### src/rtl/div_pkg.sv
// Shared definitions for the sequential restoring divider.
//  - div_state_t : FSM state encoding (IDLE/ITER/FIX/DONE)
//  - wide_t      : 64-bit scratch type used by width-generic helpers
//  - neg_w/abs_w : two's complement negate / magnitude on wide_t
//  - sat_pos/sat_neg : saturation constants for a w-bit signed result
package div_pkg;

    typedef enum logic [1:0] {
        S_IDLE = 2'd0,
        S_ITER = 2'd1,
        S_FIX  = 2'd2,
        S_DONE = 2'd3
    } div_state_t;

    // Helpers work on a fixed 64-bit container; callers size-cast in and out,
    // which keeps them usable for any 2*W <= 64.
    localparam int MAXW = 64;
    typedef logic [MAXW-1:0] wide_t;

    function automatic wide_t neg_w(input wide_t x);
        return ~x + wide_t'(1);
    endfunction

    // Magnitude of a sign-extended value; the most negative input maps to
    // its unsigned magnitude once truncated back to the original width.
    function automatic wide_t abs_w(input wide_t x);
        return x[MAXW-1] ? neg_w(x) : x;
    endfunction

    // Largest positive w-bit signed value, e.g. 0x7FFF for w=16.
    function automatic wide_t sat_pos(input int w);
        return (wide_t'(1) << (w - 1)) - wide_t'(1);
    endfunction

    // Most negative w-bit signed value, e.g. 0x8000 for w=16.
    function automatic wide_t sat_neg(input int w);
        return wide_t'(1) << (w - 1);
    endfunction

endpackage

### src/rtl/div_step.sv
// One restoring-division step (purely combinational).
// Ports:
//  i_r   W  current partial remainder (always < i_dv)
//  i_bit 1  next dividend bit shifted in
//  i_dv  W  divisor magnitude
//  o_r   W  next partial remainder
//  o_q   1  quotient bit produced by this step
module div_step
    import div_pkg::*;
#(
    parameter int W = 16
) (
    input  logic [W-1:0] i_r,
    input  logic         i_bit,
    input  logic [W-1:0] i_dv,
    output logic [W-1:0] o_r,
    output logic         o_q
);

    logic [W:0] w_trial;
    logic [W:0] w_diff;

    // Since i_r < i_dv, the trial value is < 2*i_dv and the difference fits a
    // signed W+1-bit result, so its MSB is a valid "went negative" flag.
    assign w_trial = {i_r, i_bit};
    assign w_diff  = w_trial - {1'b0, i_dv};
    assign o_q     = ~w_diff[W];
    assign o_r     = o_q ? w_diff[W-1:0] : w_trial[W-1:0];

endmodule

### src/rtl/seq_restoring_divider.sv
// Iterative signed divider: 2W-bit dividend / W-bit divisor -> W-bit quotient
// (truncated toward zero) and W-bit remainder (sign of dividend). One
// restoring step per cycle; APPROX_LSB skips the last steps and forces the
// low quotient bits (and the remainder) to zero.
// Ports:
//  clk, rst_n             clock, async active-low reset
//  in_valid / in_ready    operand handshake (ready only when idle)
//  dividend [2W], divisor [W]  signed operands
//  out_valid / out_ready  result handshake, result held until accepted
//  quotient, remainder [W] signed results
//  err                    divide-by-zero or quotient overflow (saturated q)
module seq_restoring_divider
    import div_pkg::*;
#(
    parameter int W          = 16,
    parameter int APPROX_LSB = 0
) (
    input  logic           clk,
    input  logic           rst_n,
    input  logic           in_valid,
    output logic           in_ready,
    input  logic [2*W-1:0] dividend,
    input  logic [W-1:0]   divisor,
    output logic           out_valid,
    input  logic           out_ready,
    output logic [W-1:0]   quotient,
    output logic [W-1:0]   remainder,
    output logic           err
);

    localparam int CW    = $clog2(W + 1);
    localparam int STEPS = W - APPROX_LSB;

    div_state_t     r_state;
    logic           r_in_ready;
    logic           r_out_valid;
    logic [W-1:0]   r_quot;
    logic [W-1:0]   r_remd;
    logic           r_err;
    logic [W-1:0]   r_dv_abs;
    logic [W-1:0]   r_rem;
    logic [W-1:0]   r_q;
    logic [W-1:0]   r_shift;
    logic [CW-1:0]  r_cnt;
    logic           r_sign_q;
    logic           r_sign_r;

    logic [2*W-1:0] w_dd_abs;
    logic [W-1:0]   w_dv_abs;
    logic           w_dv_zero;
    logic           w_ovf;
    logic [W-1:0]   w_sat;
    logic [W-1:0]   w_step_r;
    logic           w_step_q;
    logic [W-1:0]   w_q_mag;
    logic [W-1:0]   w_q_fix;
    logic [W-1:0]   w_r_fix;

    // Operand magnitudes; the signed cast makes the 64-bit widening sign-extend.
    assign w_dd_abs  = (2*W)'(abs_w(wide_t'(signed'(dividend))));
    assign w_dv_abs  = W'(abs_w(wide_t'(signed'(divisor))));
    assign w_dv_zero = (divisor == '0);

    // |q| >= 2^(W-1) exactly when the top W+1 magnitude bits reach |dv|.
    // This also catches |dv|==0 and rejects the -2^(W-1) quotient.
    assign w_ovf = (w_dd_abs[2*W-1:W-1] >= {1'b0, w_dv_abs});
    assign w_sat = dividend[2*W-1] ? W'(sat_neg(W)) : W'(sat_pos(W));

    div_step #(.W(W)) u_step (
        .i_r   (r_rem),
        .i_bit (r_shift[W-1]),
        .i_dv  (r_dv_abs),
        .o_r   (w_step_r),
        .o_q   (w_step_q)
    );

    // r_q holds STEPS bits right-aligned; realign so skipped LSBs read as 0.
    assign w_q_mag = r_q << APPROX_LSB;
    assign w_q_fix = r_sign_q ? W'(neg_w(wide_t'(w_q_mag))) : w_q_mag;
    assign w_r_fix = (APPROX_LSB != 0) ? '0
                   : (r_sign_r ? W'(neg_w(wide_t'(r_rem))) : r_rem);

    always_ff @(posedge clk or negedge rst_n) begin
        if (!rst_n) begin
            r_state     <= S_IDLE;
            r_in_ready  <= 1'b1;
            r_out_valid <= 1'b0;
            r_quot      <= '0;
            r_remd      <= '0;
            r_err       <= 1'b0;
            r_dv_abs    <= '0;
            r_rem       <= '0;
            r_q         <= '0;
            r_shift     <= '0;
            r_cnt       <= '0;
            r_sign_q    <= 1'b0;
            r_sign_r    <= 1'b0;
        end else begin
            case (r_state)
                S_IDLE: begin
                    if (in_valid) begin
                        r_in_ready <= 1'b0;
                        r_sign_q   <= dividend[2*W-1] ^ divisor[W-1];
                        r_sign_r   <= dividend[2*W-1];
                        if (w_dv_zero || w_ovf) begin
                            r_quot      <= w_sat;
                            r_remd      <= dividend[W-1:0];
                            r_err       <= 1'b1;
                            r_out_valid <= 1'b1;
                            r_state     <= S_DONE;
                        end else begin
                            r_dv_abs <= w_dv_abs;
                            r_rem    <= w_dd_abs[2*W-1:W];
                            r_shift  <= w_dd_abs[W-1:0];
                            r_q      <= '0;
                            r_cnt    <= CW'(STEPS - 1);
                            r_state  <= S_ITER;
                        end
                    end
                end
                S_ITER: begin
                    r_rem   <= w_step_r;
                    r_q     <= {r_q[W-2:0], w_step_q};
                    r_shift <= {r_shift[W-2:0], 1'b0};
                    if (r_cnt == '0) r_state <= S_FIX;
                    else             r_cnt   <= r_cnt - 1'b1;
                end
                S_FIX: begin
                    r_quot      <= w_q_fix;
                    r_remd      <= w_r_fix;
                    r_err       <= 1'b0;
                    r_out_valid <= 1'b1;
                    r_state     <= S_DONE;
                end
                S_DONE: begin
                    if (out_ready) begin
                        r_out_valid <= 1'b0;
                        r_in_ready  <= 1'b1;
                        r_state     <= S_IDLE;
                    end
                end
                default: r_state <= S_IDLE;
            endcase
        end
    end

    assign in_ready  = r_in_ready;
    assign out_valid = r_out_valid;
    assign quotient  = r_quot;
    assign remainder = r_remd;
    assign err       = r_err;

endmodule

### config.mk
export PLATFORM = sky130hd
export DESIGN_NAME = seq_restoring_divider
export DESIGN_NICKNAME = d
export VERILOG_FILES = /design/src/rtl/div_pkg.sv /design/src/rtl/div_step.sv /design/src/rtl/seq_restoring_divider.sv
export SDC_FILE = /design/constraint.sdc
export NUM_CORES = 1
export LEC_CHECK = 0
export CAP_MARGIN = 20
export CORE_AREA = 2 2 128 130
export CTS_BUF_LIST = sky130_fd_sc_hd__clkbuf_2
export CTS_CLUSTER_SIZE = 25
export DETAILED_ROUTE_END_ITERATION = 7
export DIE_AREA = 0 0 130 132
export PLACE_DENSITY = 0.71
export SYNTH_ARGS = -nofsm -noshare
export SYNTH_HDL_FRONTEND = slang
export SYNTH_HIERARCHICAL = 1
export SYNTH_SLANG_ARGS = --single-unit
### constraint.sdc
create_clock -name clk -period 3.6 [get_ports clk]
set_clock_uncertainty 0.2 [all_clocks]
set_input_delay 0.72 -clock clk [delete_from_list [all_inputs] [get_ports clk]]
set_output_delay 0.72 -clock clk [all_outputs]
set_load 0.01 [all_outputs]
==> impl_metrics.env <==
export IMPL_status="finished, violations left"
export IMPL_violations="negative setup slack"
export IMPL_grt_overflow_total=0
export IMPL_cp_end_kind="register"
export IMPL_p_seq_frac=0.221
export IMPL_met3_usage=0.0296
export IMPL_crit_fanout=12
export IMPL_final_antenna_net_count=0
export IMPL_yosys_area_share_simple=0.166
export IMPL_cts_tree="built"
export IMPL_final_util=0.742
export IMPL_r2r_start="r_shift[15]"
export IMPL_path_clk_slew_ns=0.31
export IMPL_worst_skew_pair_late_latency_ns=0.68
export IMPL_met2_usage=0.462
export IMPL_pre_cts_ws_ns=-1.38
export IMPL_fin_crit_sh=1.14
export IMPL_fp_row_count=46
export IMPL_netlist_area_sq_um=7720
export IMPL_syn_mean_instance_area_sq_um=8.68
export IMPL_syn_nets=984
export IMPL_gp_congestion=0.963
export IMPL_power_density_nw_per_um2=889
export IMPL_r2r_slack_ns=0
export IMPL_die_y_microns=132
export IMPL_clk_path_buf_depth=2
export IMPL_synth_warnings=6
export IMPL_start_util=0.491
export IMPL_cp_arrival_ns=4.52
export IMPL_die_x_microns=130
export IMPL_synth_top_area_share=0.347
export IMPL_design_area_sq_um=11700
export IMPL_yosys_top_cells_count="114 x nand2_1, 107 x dfrtp_1, 75 x nor2_1, 75 x o21ai_0, 68 x a21oi_1"
export IMPL_tightest_slew_ns=0.707
export IMPL_synthAdderAreaFrac=0.0707
export IMPL_fillerInstances=1093
export IMPL_dp_hpwl_microns=15200
export IMPL_die_area_sq_um=17200
export IMPL_busiest_layer="met2"
export IMPL_syn_instance_count=889
export IMPL_reg2regPathDepth=13
export IMPL_startpoint_type="primary input"
export IMPL_syn_to_final_growth_pct=51.1
export IMPL_cts_buffers=9
export IMPL_synth_area_leader_cell="dfrtp_1"
export IMPL_relSlewSlack=0.529
export IMPL_rsz0062_at_grt="yes"
export IMPL_numClockSinks=108
export IMPL_grt_max_degree=60
export IMPL_fin_ws_ns=-0.496
export IMPL_synth_area_top_cells="dfrtp_1 35%, ha_1 6.8%, nand2_1 5.5%"
export IMPL_drtIter0Drc=776
export IMPL_hold_viol_final=0
export IMPL_drv_slew=0
export IMPL_p_sw_frac=0.447
export IMPL_multi_input_area_sq_um=5530
export IMPL_crit_type="in2reg"
export IMPL_num_io_pins=87
export IMPL_setup_tns_ns=-41.90
export IMPL_nets=1236
export IMPL_holdPathStages=1
export IMPL_synth_edf_count=0
export IMPL_hold_path_class="reg2reg"
export IMPL_grt_use_met1=0.364
export IMPL_synth_async_reset_ratio=1.00
export IMPL_drive_gt1_frac=0.349
export IMPL_firstDrtPassIters=6
export IMPL_min_from="quotient[3]"
export IMPL_track_usage=0.277
export IMPL_p_int_w=0.00574
export IMPL_drc_errors=0
export IMPL_synth_compound_area_frac=0.201
export IMPL_synth_xor_area_frac=0.0952
export IMPL_htreeDepth=3
export IMPL_peakVddDrop_mv=0.406
export IMPL_r2r_end="r_rem[7]"
export IMPL_maxCapViolCount=0
export IMPL_cts_root_buf="clkbuf_2"
export IMPL_timing_fmax_mhz=244
export IMPL_post_drt_wl_per_cell_microns=17.9
export IMPL_core_region_area_sq_um=15700
export IMPL_hold_end="quotient[3]"
export IMPL_cp_data_required_time_ns=4.02
export IMPL_numPortBuffers=86
export IMPL_clock_power_share=0.067
export IMPL_antenna_found_initial=1
export IMPL_ys_seq_area_frac=0.350
export IMPL_synth_flop_cell="dfrtp_1"
export IMPL_synth_top_family_by_area="compound AO/OA/AOI/OAI gates"
export IMPL_hold_ws_ns=0.321
export IMPL_switchingPower_w=0.00463
export IMPL_vias=7766
export IMPL_fin_crit_ns=4.10
export IMPL_routed_via_density=5.70
export IMPL_setup_violations=104
export IMPL_comb_power_share=0.711
export IMPL_first_global_vias=7595
export IMPL_synth_cell_type_count=68
export IMPL_layout_area_seq_sq_um=2700
export IMPL_synth_mux_area_frac=0.0697
export IMPL_wl_microns=24400
export IMPL_grt_pass1_wl_microns=37800
export IMPL_p_leak_nw=5.31
export IMPL_yosysMostFrequentCell="nand2_1"
export IMPL_synth_seq_cells=108
export IMPL_placed_area_sq_um=9930
[state kept, by name, summed over array words and instances (netlist names), 2 cells and up]
name and count:
quotient 16, r_shift 16, r_dv_abs 16, r_state 2, r_q 16, remainder 16
r_rem 16, r_cnt 5
[power by group through the flow]
stage          Clock [W]  Combinational [W]  Sequential (W)
4_1_cts         0.000699            0.00692         0.00220
2_1_floorplan          0            0.00395         0.00218
5_1_grt         0.000740            0.00790         0.00235
3_3_place_gp           0            0.00560         0.00218
6_report        0.000699            0.00737         0.00229
3_5_place_dp           0            0.00572         0.00220
[cell usage in the layout, fill, tap and decap left out, types with 7 or more instances in the layout]
master	instances
mux2_2	9
ha_1	36
xor2_1	43
nand2_4	20
nand2b_1	9
dfrtp_1	107
o31ai_1	11
a21oi_2	12
dlygate4sd2_1	11
o21ai_0	30
a21o_1	16
mux2_4	8
nor2_1	69
buf_6	31
nand2_2	23
buf_12	13
buf_4	143
clkbuf_2	9
nand3_1	22
a211oi_2	12
mux2i_1	32
clkdlybuf4s50_1	63
nand2_1	71
o21ai_2	26
or4_1	7
inv_1	43
xnor2_1	29
o21ai_1	19
buf_16	10
a21oi_1	56
[per-layer routing]
| metal | part of all wire | up-vias |
|---|---|---|
| li1 | - | 3640 |
| met1 | 0.42 | 3736 |
| met2 | 0.49 | 322 |
| met3 | 0.051 | 68 |
| met4 | 0.038 | 0 |
| met5 | 0 | - |
[timing repair]
action / in CTS / in global routing
cloned: 13 / 1
endpoints found under the hold margin: 48 / 0
endpoints found under the setup margin: 104 / 104
setup buffers: 36 / 12
resized for setup: 214 / 68
hold buffers: 1 / 0
pin swaps: 77 / 33
[critical path, cell delays in order]
cell and delay (ns):
buf_6 0.09, or4_4 0.52, or2_4 0.25, or4_4 0.50, o31ai_4 0.22, xor2_2 0.27
ha_4 0.25, a21o_1 0.16, a211oi_2 0.28, o21ai_4 0.14, buf_6 0.15, o41ai_4 0.33
buf_4 0.18, clkbuf_16 0.15, buf_12 0.13, nand3_1 0.08, o21ai_0 0.08
[metrics by stage]
step	cells	total power, W
6_report	1362	0.0104
2_1_floorplan	889	0.00613
5_1_grt	1362	0.0110
3_5_place_dp	1288	0.00792
3_3_place_gp	1288	0.00778
4_1_cts	1351	0.00982
[worst max path at each step]
stage	from	end	cells after the start
global route	divisor[8]	r_q[1]	17
CTS	divisor[8]	r_rem[13]	19
finish	divisor[8]	r_q[1]	17
detailed placement	divisor[7]	r_shift[14]	14
global placement	divisor[7]	r_shift[14]	14
floorplan	divisor[7]	r_cnt[2]	13
[kinds of logic after synthesis]
logic type | count (synthesis)
buffers and inverters | 86
XOR/XNOR | 83
flip-flops | 108
multiplexers | 49
AO/OA/AOI/OAI | 240
adder cells (fa/ha/maj) | 43
AND/OR/NAND/NOR | 280
[cell type report]
class | instances | share of cell area
diodes | 1 | 0.000215
flip-flops and latches | 108 | 0.232
inverters | 43 | 0.0138
clock buffers | 9 | 0.00386
repair buffers | 284 | 0.245
multi-input cells | 695 | 0.474
well taps | 216 | 0.0232
clock inverters | 6 | 0.00816
No activity file was read; power rests on OpenSTA's default activity.
